### src/rtl/alu_mc_pkg.sv
// alu_mc_pkg: opcode and FSM state types shared by the multi-cycle ALU.
// The optional divider is selected with the ALU_MC_DIV_EN macro.
package alu_mc_pkg;

    localparam int ALU_SEL_W = 4;

    typedef enum logic [ALU_SEL_W-1:0] {
        OP_ADD  = 4'd0,
        OP_SUB  = 4'd1,
        OP_MUL  = 4'd2,
        OP_DIV  = 4'd3,
        OP_SHL  = 4'd4,
        OP_SHR  = 4'd5,
        OP_ROTL = 4'd6,
        OP_ROTR = 4'd7,
        OP_AND  = 4'd8,
        OP_OR   = 4'd9,
        OP_XOR  = 4'd10,
        OP_NOR  = 4'd11,
        OP_NAND = 4'd12,
        OP_XNOR = 4'd13,
        OP_GT   = 4'd14,
        OP_EQ   = 4'd15
    } alu_op_e;

    typedef enum logic [1:0] {
        ST_IDLE = 2'd0,
        ST_BUSY = 2'd1,
        ST_DONE = 2'd2
    } state_e;

endpackage

### src/rtl/alu_mc_iter.sv
// alu_mc_iter: iterative unsigned shift-add multiplier and, when
// ALU_MC_DIV_EN is defined, a restoring divider. One bit per cycle.
// done_o is asserted combinationally in the cycle whose clock edge performs
// the last iteration; result_o/hi_nonzero_o then carry that final value so the
// parent can capture it on the same edge.
module alu_mc_iter
    import alu_mc_pkg::*;
#(
    parameter int WIDTH       = 8,
    parameter int ITER_CYCLES = WIDTH
) (
    input  logic             clk,
    input  logic             rst,
    input  logic             start_i,
    input  alu_op_e          op_i,
    input  logic [WIDTH-1:0] a_i,
    input  logic [WIDTH-1:0] b_i,
    output logic             done_o,
    output logic [WIDTH-1:0] result_o,
    output logic             hi_nonzero_o
);

    localparam int CNT_W = $clog2(ITER_CYCLES) + 1;
    localparam logic [CNT_W-1:0] LAST = CNT_W'(ITER_CYCLES - 1);

    logic               busy_q;
    logic [CNT_W-1:0]   cnt_q;
    logic [2*WIDTH-1:0] acc_q;
    logic [2*WIDTH-1:0] mcand_q;
    logic [WIDTH-1:0]   mplier_q;
    logic [2*WIDTH-1:0] acc_d;
    logic               load;

`ifdef ALU_MC_DIV_EN
    logic               div_q;
    logic [WIDTH-1:0]   rem_q;
    logic [WIDTH-1:0]   quo_q;
    logic [WIDTH-1:0]   dvsr_q;
    logic [WIDTH:0]     rem_sh;
    logic [WIDTH:0]     trial;
    logic [WIDTH-1:0]   rem_d;
    logic [WIDTH-1:0]   quo_d;

    assign load = start_i && (op_i == OP_MUL || op_i == OP_DIV);

    // Restoring division step: shift the next dividend bit into the
    // remainder and keep the subtraction only when it does not go negative.
    always_comb begin
        rem_sh = {rem_q, quo_q[WIDTH-1]};
        trial  = rem_sh - {1'b0, dvsr_q};
        quo_d  = {quo_q[WIDTH-2:0], ~trial[WIDTH]};
        rem_d  = trial[WIDTH] ? rem_sh[WIDTH-1:0] : trial[WIDTH-1:0];
    end
`else
    assign load = start_i && (op_i == OP_MUL);
`endif

    // Shift-add step: accumulate the shifted multiplicand when the current
    // multiplier bit is set.
    always_comb begin
        acc_d = acc_q + (mplier_q[0] ? mcand_q : '0);
    end

    assign done_o = busy_q && (cnt_q == LAST);

`ifdef ALU_MC_DIV_EN
    assign result_o     = div_q ? quo_d : acc_d[WIDTH-1:0];
    assign hi_nonzero_o = !div_q && (|acc_d[2*WIDTH-1:WIDTH]);
`else
    assign result_o     = acc_d[WIDTH-1:0];
    assign hi_nonzero_o = |acc_d[2*WIDTH-1:WIDTH];
`endif

    // Iteration registers: load operands on start, then step once per cycle
    // until the last iteration; reset aborts any iteration in flight.
    always_ff @(posedge clk) begin
        if (rst) begin
            busy_q   <= 1'b0;
            cnt_q    <= '0;
            acc_q    <= '0;
            mcand_q  <= '0;
            mplier_q <= '0;
`ifdef ALU_MC_DIV_EN
            div_q    <= 1'b0;
            rem_q    <= '0;
            quo_q    <= '0;
            dvsr_q   <= '0;
`endif
        end else if (load) begin
            busy_q   <= 1'b1;
            cnt_q    <= '0;
            acc_q    <= '0;
            mcand_q  <= {{WIDTH{1'b0}}, a_i};
            mplier_q <= b_i;
`ifdef ALU_MC_DIV_EN
            div_q    <= (op_i == OP_DIV);
            rem_q    <= '0;
            quo_q    <= a_i;
            dvsr_q   <= b_i;
`endif
        end else if (busy_q) begin
            acc_q    <= acc_d;
            mcand_q  <= mcand_q << 1;
            mplier_q <= mplier_q >> 1;
`ifdef ALU_MC_DIV_EN
            rem_q    <= rem_d;
            quo_q    <= quo_d;
`endif
            cnt_q    <= cnt_q + CNT_W'(1);
            if (cnt_q == LAST) begin
                busy_q <= 1'b0;
            end
        end
    end

endmodule

### src/rtl/alu_mc.sv
// alu_mc: multi-cycle ALU with valid/ready handshakes on both sides.
// Single-cycle ops complete one cycle after accept; mul (and div when
// ALU_MC_DIV_EN is defined) run through alu_mc_iter for WIDTH cycles.
// Without ALU_MC_DIV_EN, op 3 completes immediately with err=1.
module alu_mc
    import alu_mc_pkg::*;
#(
    parameter int WIDTH = 8
) (
    input  logic                 clk,
    input  logic                 rst,
    input  logic                 in_valid,
    output logic                 in_ready,
    input  logic [WIDTH-1:0]     A,
    input  logic [WIDTH-1:0]     B,
    input  logic [ALU_SEL_W-1:0] alu_sel,
    output logic                 out_valid,
    input  logic                 out_ready,
    output logic [WIDTH-1:0]     alu_out,
    output logic                 carry_out,
    output logic                 zero,
    output logic                 err
);

    localparam int ITER_CYCLES = WIDTH;

    state_e           state_q, state_d;
    logic [WIDTH-1:0] res_q, res_d;
    logic             carry_q, carry_d;
    logic             err_q, err_d;

    alu_op_e          op_in;
    logic             accept;
    logic             iter_start;
    logic             iter_done;
    logic [WIDTH-1:0] iter_res;
    logic             iter_hi;

    logic [WIDTH:0]   sum_w;
    logic [WIDTH-1:0] sc_res;
    logic             sc_carry;
    logic             sc_err;

    assign op_in     = alu_op_e'(alu_sel);
    assign in_ready  = (state_q == ST_IDLE) || ((state_q == ST_DONE) && out_ready);
    assign accept    = in_valid && in_ready;
    assign out_valid = (state_q == ST_DONE);
    assign alu_out   = res_q;
    assign carry_out = carry_q;
    assign err       = err_q;
    assign zero      = out_valid && (res_q == '0);

`ifdef ALU_MC_DIV_EN
    assign iter_start = accept && (op_in == OP_MUL || (op_in == OP_DIV && B != '0));
`else
    assign iter_start = accept && (op_in == OP_MUL);
`endif

    alu_mc_iter #(
        .WIDTH       (WIDTH),
        .ITER_CYCLES (ITER_CYCLES)
    ) u_iter (
        .clk          (clk),
        .rst          (rst),
        .start_i      (iter_start),
        .op_i         (op_in),
        .a_i          (A),
        .b_i          (B),
        .done_o       (iter_done),
        .result_o     (iter_res),
        .hi_nonzero_o (iter_hi)
    );

    // Single-cycle result computed straight from the request operands.
    always_comb begin
        sum_w    = {1'b0, A} + {1'b0, B};
        sc_res   = '0;
        sc_carry = 1'b0;
        sc_err   = 1'b0;
        case (op_in)
            OP_ADD: begin
                sc_res   = sum_w[WIDTH-1:0];
                sc_carry = sum_w[WIDTH];
            end
            OP_SUB: begin
                sc_res   = A - B;
                sc_carry = (A < B);
            end
            OP_MUL: begin
                sc_res = '0;
            end
            OP_DIV: begin
`ifdef ALU_MC_DIV_EN
                sc_res = '1;
`else
                sc_res = '0;
`endif
                sc_err = 1'b1;
            end
            OP_SHL: begin
                sc_res   = {A[WIDTH-2:0], 1'b0};
                sc_carry = A[WIDTH-1];
            end
            OP_SHR: begin
                sc_res   = {1'b0, A[WIDTH-1:1]};
                sc_carry = A[0];
            end
            OP_ROTL: sc_res = {A[WIDTH-2:0], A[WIDTH-1]};
            OP_ROTR: sc_res = {A[0], A[WIDTH-1:1]};
            OP_AND:  sc_res = A & B;
            OP_OR:   sc_res = A | B;
            OP_XOR:  sc_res = A ^ B;
            OP_NOR:  sc_res = ~(A | B);
            OP_NAND: sc_res = ~(A & B);
            OP_XNOR: sc_res = ~(A ^ B);
            OP_GT:   sc_res = {{(WIDTH-1){1'b0}}, (A > B)};
            OP_EQ:   sc_res = {{(WIDTH-1){1'b0}}, (A == B)};
        endcase
    end

    // Next state and result capture: accept from IDLE or a draining DONE,
    // capture the iterative result on its final edge, return to IDLE on drain.
    always_comb begin
        state_d = state_q;
        res_d   = res_q;
        carry_d = carry_q;
        err_d   = err_q;
        case (state_q)
            ST_IDLE, ST_DONE: begin
                if (accept) begin
                    if (iter_start) begin
                        state_d = ST_BUSY;
                    end else begin
                        state_d = ST_DONE;
                        res_d   = sc_res;
                        carry_d = sc_carry;
                        err_d   = sc_err;
                    end
                end else if ((state_q == ST_DONE) && out_ready) begin
                    state_d = ST_IDLE;
                end
            end
            ST_BUSY: begin
                if (iter_done) begin
                    state_d = ST_DONE;
                    res_d   = iter_res;
                    carry_d = iter_hi;
                    err_d   = 1'b0;
                end
            end
            default: state_d = ST_IDLE;
        endcase
    end

    // State and result registers with synchronous reset.
    always_ff @(posedge clk) begin
        if (rst) begin
            state_q <= ST_IDLE;
            res_q   <= '0;
            carry_q <= 1'b0;
            err_q   <= 1'b0;
        end else begin
            state_q <= state_d;
            res_q   <= res_d;
            carry_q <= carry_d;
            err_q   <= err_d;
        end
    end

endmodule

### config.mk
export PLATFORM = sky130hd
export DESIGN_NAME = alu_mc
export DESIGN_NICKNAME = d
export VERILOG_FILES = /design/src/rtl/alu_mc_pkg.sv /design/src/rtl/alu_mc_iter.sv /design/src/rtl/alu_mc.sv
export SDC_FILE = /design/constraint.sdc
export NUM_CORES = 1
export LEC_CHECK = 0
export CAP_MARGIN = 20
export CORE_UTILIZATION = 30
export CTS_CLUSTER_DIAMETER = 60
export DETAILED_ROUTE_END_ITERATION = 6
export PLACE_DENSITY = 0.54
export SLEW_MARGIN = 5
export SYNTH_ARGS = -nofsm -noshare
export SYNTH_HDL_FRONTEND = slang
export SYNTH_SLANG_ARGS = --single-unit
### constraint.sdc
create_clock -name clk -period 3.1 [get_ports clk]
set_input_delay 0.465 -clock clk [delete_from_list [all_inputs] [get_ports clk]]
set_output_delay 0.465 -clock clk [all_outputs]
set_load 0.1 [all_outputs]
==> metrics.yaml, run 1 <==
synthesis:
  syn_area_per_cell_um2: 7.98
  synthTopCellsByArea: "dfxtp_1 24%, ha_1 11%, mux2i_1 8.1%"
  synth_cell_types: 67
  synth.most_common_cell: "nor2_1"
  synth_fp_nets: 655
  ys_ff_latch: 57
  ys_warn_count: 0
  synth_top_cell_area_share_pct: 24.3
  syn_inst: 588
  synth-seq-area-share_pct: 24.3
  synth_edf_count: 0
  syn-cell-area_um2: 4690
  async_reset_ff_share_pct: 0
  yosysTopAreaCell: "dfxtp_1"
  synthFlopType: "dfxtp_1"
  yosys-top-cells-count: "78 x nor2_1, 57 x dfxtp_1, 42 x a21oi_1"
critical_path:
  cp-start-kind: "flop"
  worstSetupPathType: "reg2reg"
  crit_required_ns: 3.29
  crit_path_max_incr_delay_ns: 0.44
  critical_path.slowest_cell: "o41ai_4"
  path_cells: "and2_4, ha_4, fa_2, a21oi_4, o2111a_2, o311ai_4, a221o_1, a21oi_2, xnor2_2, o41ai_4, a311oi_1"
  cp.arrival_ns: 3.21
  crit_path_end_kind: "flop"
  worstPathMaxFanout: 4
clock_tree:
  clockBufferDepth: 2
  clk_pin_slew_worst_paths_ns: 0.05
  cts_tree: "yes"
  ctsHoldBuffers: 0
  worstSkewPairLatency_ns: 0.34
  numClockSinks: 57
  root_buffer: "clkbuf_16"
  htreeDepth: 3
  numCtsBuffers: 9
drt:
  drcViolationCount: 0
  drt_iter0_markers: 330
  drtAntennaViolNets: 0
  vias: 4617
  routedWlPerCell_um: 16.9
  wl_um: 14700
  first_pass_iters: 4
  via_per_inst: 5.32
sta:
  final-setup-viol-count: 0
  slew_viol_final: 0
  period_needed_ns: 3.02
  fin_ws_ns: 0.0784
  fin_crit_sh_pct: 97.5
  tightest_slew_ns: 0.717
  hold_violations: 0
  slew_headroom_pct: 52.0
  fmax_ghz: 0.331
  skew_ns: 0.00655
  finalSetupTns_ns: 0
placed_design:
  dp_hpwl_um: 11300
  gp_congestion: 0.956
  post-place-ws_ns: -0.213
  postPlaceCellArea_um2: 5500
  numPortBuffers: 36
  dp.cells: 847
global_route:
  grt.total_usage_pct: 18.6
  grt_pass1_vias: 4505
  antenna_found_initial: 0
  grt_start_max_net_pins: 36
  grt_pass1_wl_um: 23700
  grt_overflow: 0
power_and_ir_drop:
  p_leak_nw: 2.45
  finalPower_mw: 2.49
  power.density_nw_per_um2: 412
  max-vdd-ir-drop_uv: 277
die:
  num_rows: 45
  core_um2: 15300
  start_util_pct: 30.8
  io_pins: 37
  die_w_um: 127
  dieArea_um2: 16100
  dieHeight_um: 127
cells_and_area:
  nFillCells: 1567
  drive_gt1_share_pct: 17.4
  final_area_um2: 6050
  n_antenna_cell: 0
  fin_cells: 868
  fin_nets: 719
  syn2layout_area_growth_pct: 29.0
job:
  maxCapViolations: 0
outcome:
  outcome: "complete, no violations"
worst_hold_path:
  hp-class: "reg2reg"
==> final cells by class <==
type	instances	area, um2	share of cell area [%]
multi-input cells	467	3460	57.1
flip-flops and latches	57	1140	18.9
clock inverters	7	125	2.07
clock buffers	9	225	3.72
inverters	30	113	1.86
repair buffers	87	723	11.9
well taps	211	264	4.36
==> layout by cell type, fill, tap and decap left out, drive strengths merged, types with 3 or more instances in the layout <==
cell type and count:
fa 3, nand3b 7, bufinv 3, o21ai 17, mux2i 38, nand4 4
nand2b 3, and2 18, nand2 37, o221ai 7, nor2 81, xnor2 19
o31ai 5, o21bai 9, nand3 11, buf 64, clkdlybuf4s50 23, a32o 3
a22oi 5, o211ai 5, o2111ai 3, dfxtp 57, a211oi 25, xor2 6
nor2b 11, ha 40, clkbuf 9, o22ai 4, a21o 10, a32oi 3
nor3 6, nor4 5, or3 4, a21oi 44, a2111oi 3, inv 32
==> layer usage <==
metal / global-route usage [%] / wire, um / vias up
met2: 31.6 / 6950 / 117
li1: - / - / 2262
met1: 23.6 / 6760 / 2216
met4: 7.35 / 274 / 0
met3: 2.81 / 714 / 22
met5: 0 / 0 / -
==> through the flow <==
step                      hold slack, ns  utilization [%]
after detailed placement           0.473             36.0
after CTS                          0.480             39.2
after global placement             0.460             36.0
final                              0.474             39.7
after global routing               0.504             39.7
after floorplan                    0.460                -
==> worst max-delay path, delay by kind of cell, from the launching register on <==
kind                     cells  cell delay, ns
AO/OA/AOI/OAI                7            1.71
flip-flops                   1            0.33
adder cells (fa/ha/maj)      2            0.56
AND/OR/NAND/NOR              1            0.16
XOR/XNOR                     1            0.12
==> path summary, 6_finish.rpt <==
| check | start | endpoint | slack [ns] | depth (start not counted) |
|---|---|---|---|---|
| hold reg to reg | alu_out[4] | alu_out[4] | 0.47 | 2 |
| setup / recovery | u_iter.mplier_q[0] | carry_out | 0.08 | 11 |
| hold / removal | alu_out[4] | alu_out[4] | 0.47 | 2 |
| setup reg to reg | u_iter.mplier_q[0] | carry_out | 0.08 | 11 |
==> kinds of logic (layout without fill, tap and decap cells) <==
kind of cell / after synthesis / after routing / share of synthesized area (%)
simple gates: 197 / 197 / 20.3
fa+ha+maj: 43 / 43 / 11.9
flops: 57 / 57 / 24.3
compound gates: 162 / 162 / 24.5
mux: 40 / 40 / 8.58
xor+xnor: 25 / 25 / 4.67
buf+inv: 64 / 133 / 5.68
==> sequential cells by signal, indices dropped and copies added, names as in the netlist <==
register         count
alu_out              8
state_q              2
err                  1
carry_out            1
u_iter.mplier_q      8
u_iter.busy_q        1
u_iter.acc_q        16
u_iter.mcand_q      16
u_iter.cnt_q         4
==> where the power goes <==
group          total, mW  internal, mW  switching [mW]  leakage [nW]
combinational      0.550         0.204           0.347          1.82
sequential         0.772         0.751          0.0205         0.463
clock               1.17         0.792           0.379         0.171
total               2.49          1.75           0.746          2.45
==> timing repair <==
action	CTS	global route
hold endpoints to repair	0	0
setup buffers	3	3
pin swaps	11	9
cloned	0	0
gates resized for setup	17	10
endpoints found under the setup margin	1	1
Power figures use the tool's default switching activity.
==> run 2: changes to the inputs <==
- CORE_MARGIN: unset -> 2
- HOLD_SLACK_MARGIN: unset -> 0.12
==> run 2 against run 1 <==
Largest cell class unchanged. Die area up 3.2%. Combinational power up 0.7%. First-iteration DRC count down 22%. Critical path type unchanged. Maximum frequency up 3.2%. Cell count up 1.6%. Flip-flop and latch count unchanged.
==> metrics.yaml, run 2 (synthesized netlist as in run 1, its figures left out) <==
global_route:
  grt_pass1_wl_um: 23500
  grt.total_usage_pct: 17.9
  grt_overflow: 0
  grt_start_max_net_pins: 45
  grt_pass1_vias: 4516
  antenna_found_initial: 0
critical_path:
  cp_top_family: "compound AO/OA/AOI/OAI gates"
  worst_r2r_startpoint: "u_iter.mplier_q[0]"
  cp-start-kind: "flop"
  path_buf_inv: 1
  critical_path.slowest_cell: "fa_2"
  timing.rr.end: "carry_out"
  ff2ff_path_depth: 12
  crit_path_end_kind: "flop"
  cp-startpoint: "u_iter.mplier_q[0]"
  worstPathMaxFanout: 4
  path_cells: "and2_1, ha_1, fa_2, a21oi_2, o2111a_2, nor2_1, a21oi_1, xor2_1, o2111ai_2, o41ai_2, buf_4, a311oi_1"
  crit_required_ns: 3.30
  path_depth: 12
  crit_path_max_incr_delay_ns: 0.37
  rrSetupSlack_ns: 0.17
  worstSetupPathType: "reg2reg"
  critPathCapture: "carry_out"
  cp.arrival_ns: 3.13
cells_and_area:
  drive_gt1_share_pct: 18.9
  fin_cells: 882
  fin_nets: 733
  layout_commonest_cell: "nor2_1"
  n_antenna_cell: 0
  reg_top3: "u_iter.acc_q: 16 flops, u_iter.mcand_q: 16 flops"
  final_core_util_pct: 40.0
  layout_common_cells: "78 x nor2_1, 76 x buf_4, 55 x dfxtp_1"
  syn2layout_area_growth_pct: 30.2
clock_tree:
  numClockSinks: 57
  cts_tree: "yes"
  clockBufferDepth: 2
  cts.repair.resized: 0
  ctsHoldBuffers: 0
  postCtsSetupBuffers: 0
  htreeDepth: 3
  worstSkewPairLatency_ns: 0.33
  numCtsBuffers: 9
  clk_pin_slew_worst_paths_ns: 0.05
  root_buffer: "clkbuf_16"
drt:
  routedWlPerCell_um: 16.7
  drtAntennaViolNets: 0
  drcViolationCount: 0
  drt_iter0_markers: 258
  vias: 4642
  first_pass_iters: 5
  wl_um: 14700
  via_per_inst: 5.26
worst_hold_path:
  hp-class: "reg2reg"
sta:
  final-setup-viol-count: 0
  fin_ws_ns: 0.172
  skew_ns: 0.00463
  slew_headroom_pct: 51.5
  slew_viol_final: 0
  grt_setup_unrepaired: "no"
  tightest_slew_ns: 0.724
  period_needed_ns: 2.93
  hold_violations: 0
  fmax_ghz: 0.342
  fin_crit_sh_pct: 94.5
power_and_ir_drop:
  p_leak_nw: 2.49
  max-vdd-ir-drop_uv: 272
  power.density_nw_per_um2: 376
  finalPower_mw: 2.30
placed_design:
  dp_hpwl_um: 11200
  post-place-ws_ns: -0.00417
  numPortBuffers: 36
  dp.cells: 866
  gp_congestion: 0.898
die:
  io_pins: 37
  dieArea_um2: 16700
  num_rows: 45
  dieHeight_um: 129
  core_um2: 15300
  die_w_um: 129
  start_util_pct: 30.8
job:
  maxCapViolations: 0
outcome:
  outcome: "complete, no violations"
## run 2: power breakdown
| group | internal [mW] | switching [mW] | total [mW] |
|---|---|---|---|
| Clock | 0.641 | 0.332 | 0.973 |
| Combinational | 0.209 | 0.345 | 0.554 |
| Sequential | 0.753 | 0.0201 | 0.773 |
| Total | 1.60 | 0.697 | 2.30 |
## run 2: cell type report
cell class                      instances  area, um2
Multi-Input combinational cell        467       3460
Sequential cell                        57       1140
Tap cell                              211        264
Clock inverter                          3       40.0
Clock buffer                           13        250
Timing Repair Buffer                  101        841
Inverter                               30        113
Fill cell                            1571       9150
## run 2: stage by stage
stage	hold WS, ns	setup TNS (ns)	area [um2]
2_1_floorplan	0.460	0	4700
3_3_place_gp	0.465	0	5650
3_5_place_dp	0.474	-0.00417	5650
4_1_cts	0.481	0	5940
5_1_grt	0.502	0	6110
6_report	0.478	0	6110
## run 2: worst min-delay path by stage
stage	from	end	slack [ns]	cells past startpoint
floorplan	u_iter.mcand_q[15]	u_iter.mcand_q[15]	0.46	2
global placement	alu_out[4]	alu_out[4]	0.47	2
detailed placement	alu_out[4]	alu_out[4]	0.47	2
CTS	alu_out[4]	alu_out[4]	0.48	2
global route	alu_out[4]	alu_out[4]	0.50	2
finish	alu_out[4]	alu_out[4]	0.48	2
## run 2: layer usage
layer | up-vias | GRT usage, % | routed length (um)
met5 | - | 0 | 0
met1 | 2211 | 24.3 | 7050
li1 | 2286 | - | -
met3 | 25 | 1.57 | 583
met2 | 120 | 29.5 | 6750
met4 | 0 | 6.78 | 311
## run 2: worst register-to-register path, delay by kind of cell (launching register included)
kind                     cells  cell delay (ns)
flip-flops                   1             0.33
adder cells (fa/ha/maj)      2             0.58
XOR/XNOR                     1             0.32
AO/OA/AOI/OAI                6             1.20
buffers and inverters        1             0.15
AND/OR/NAND/NOR              2             0.23
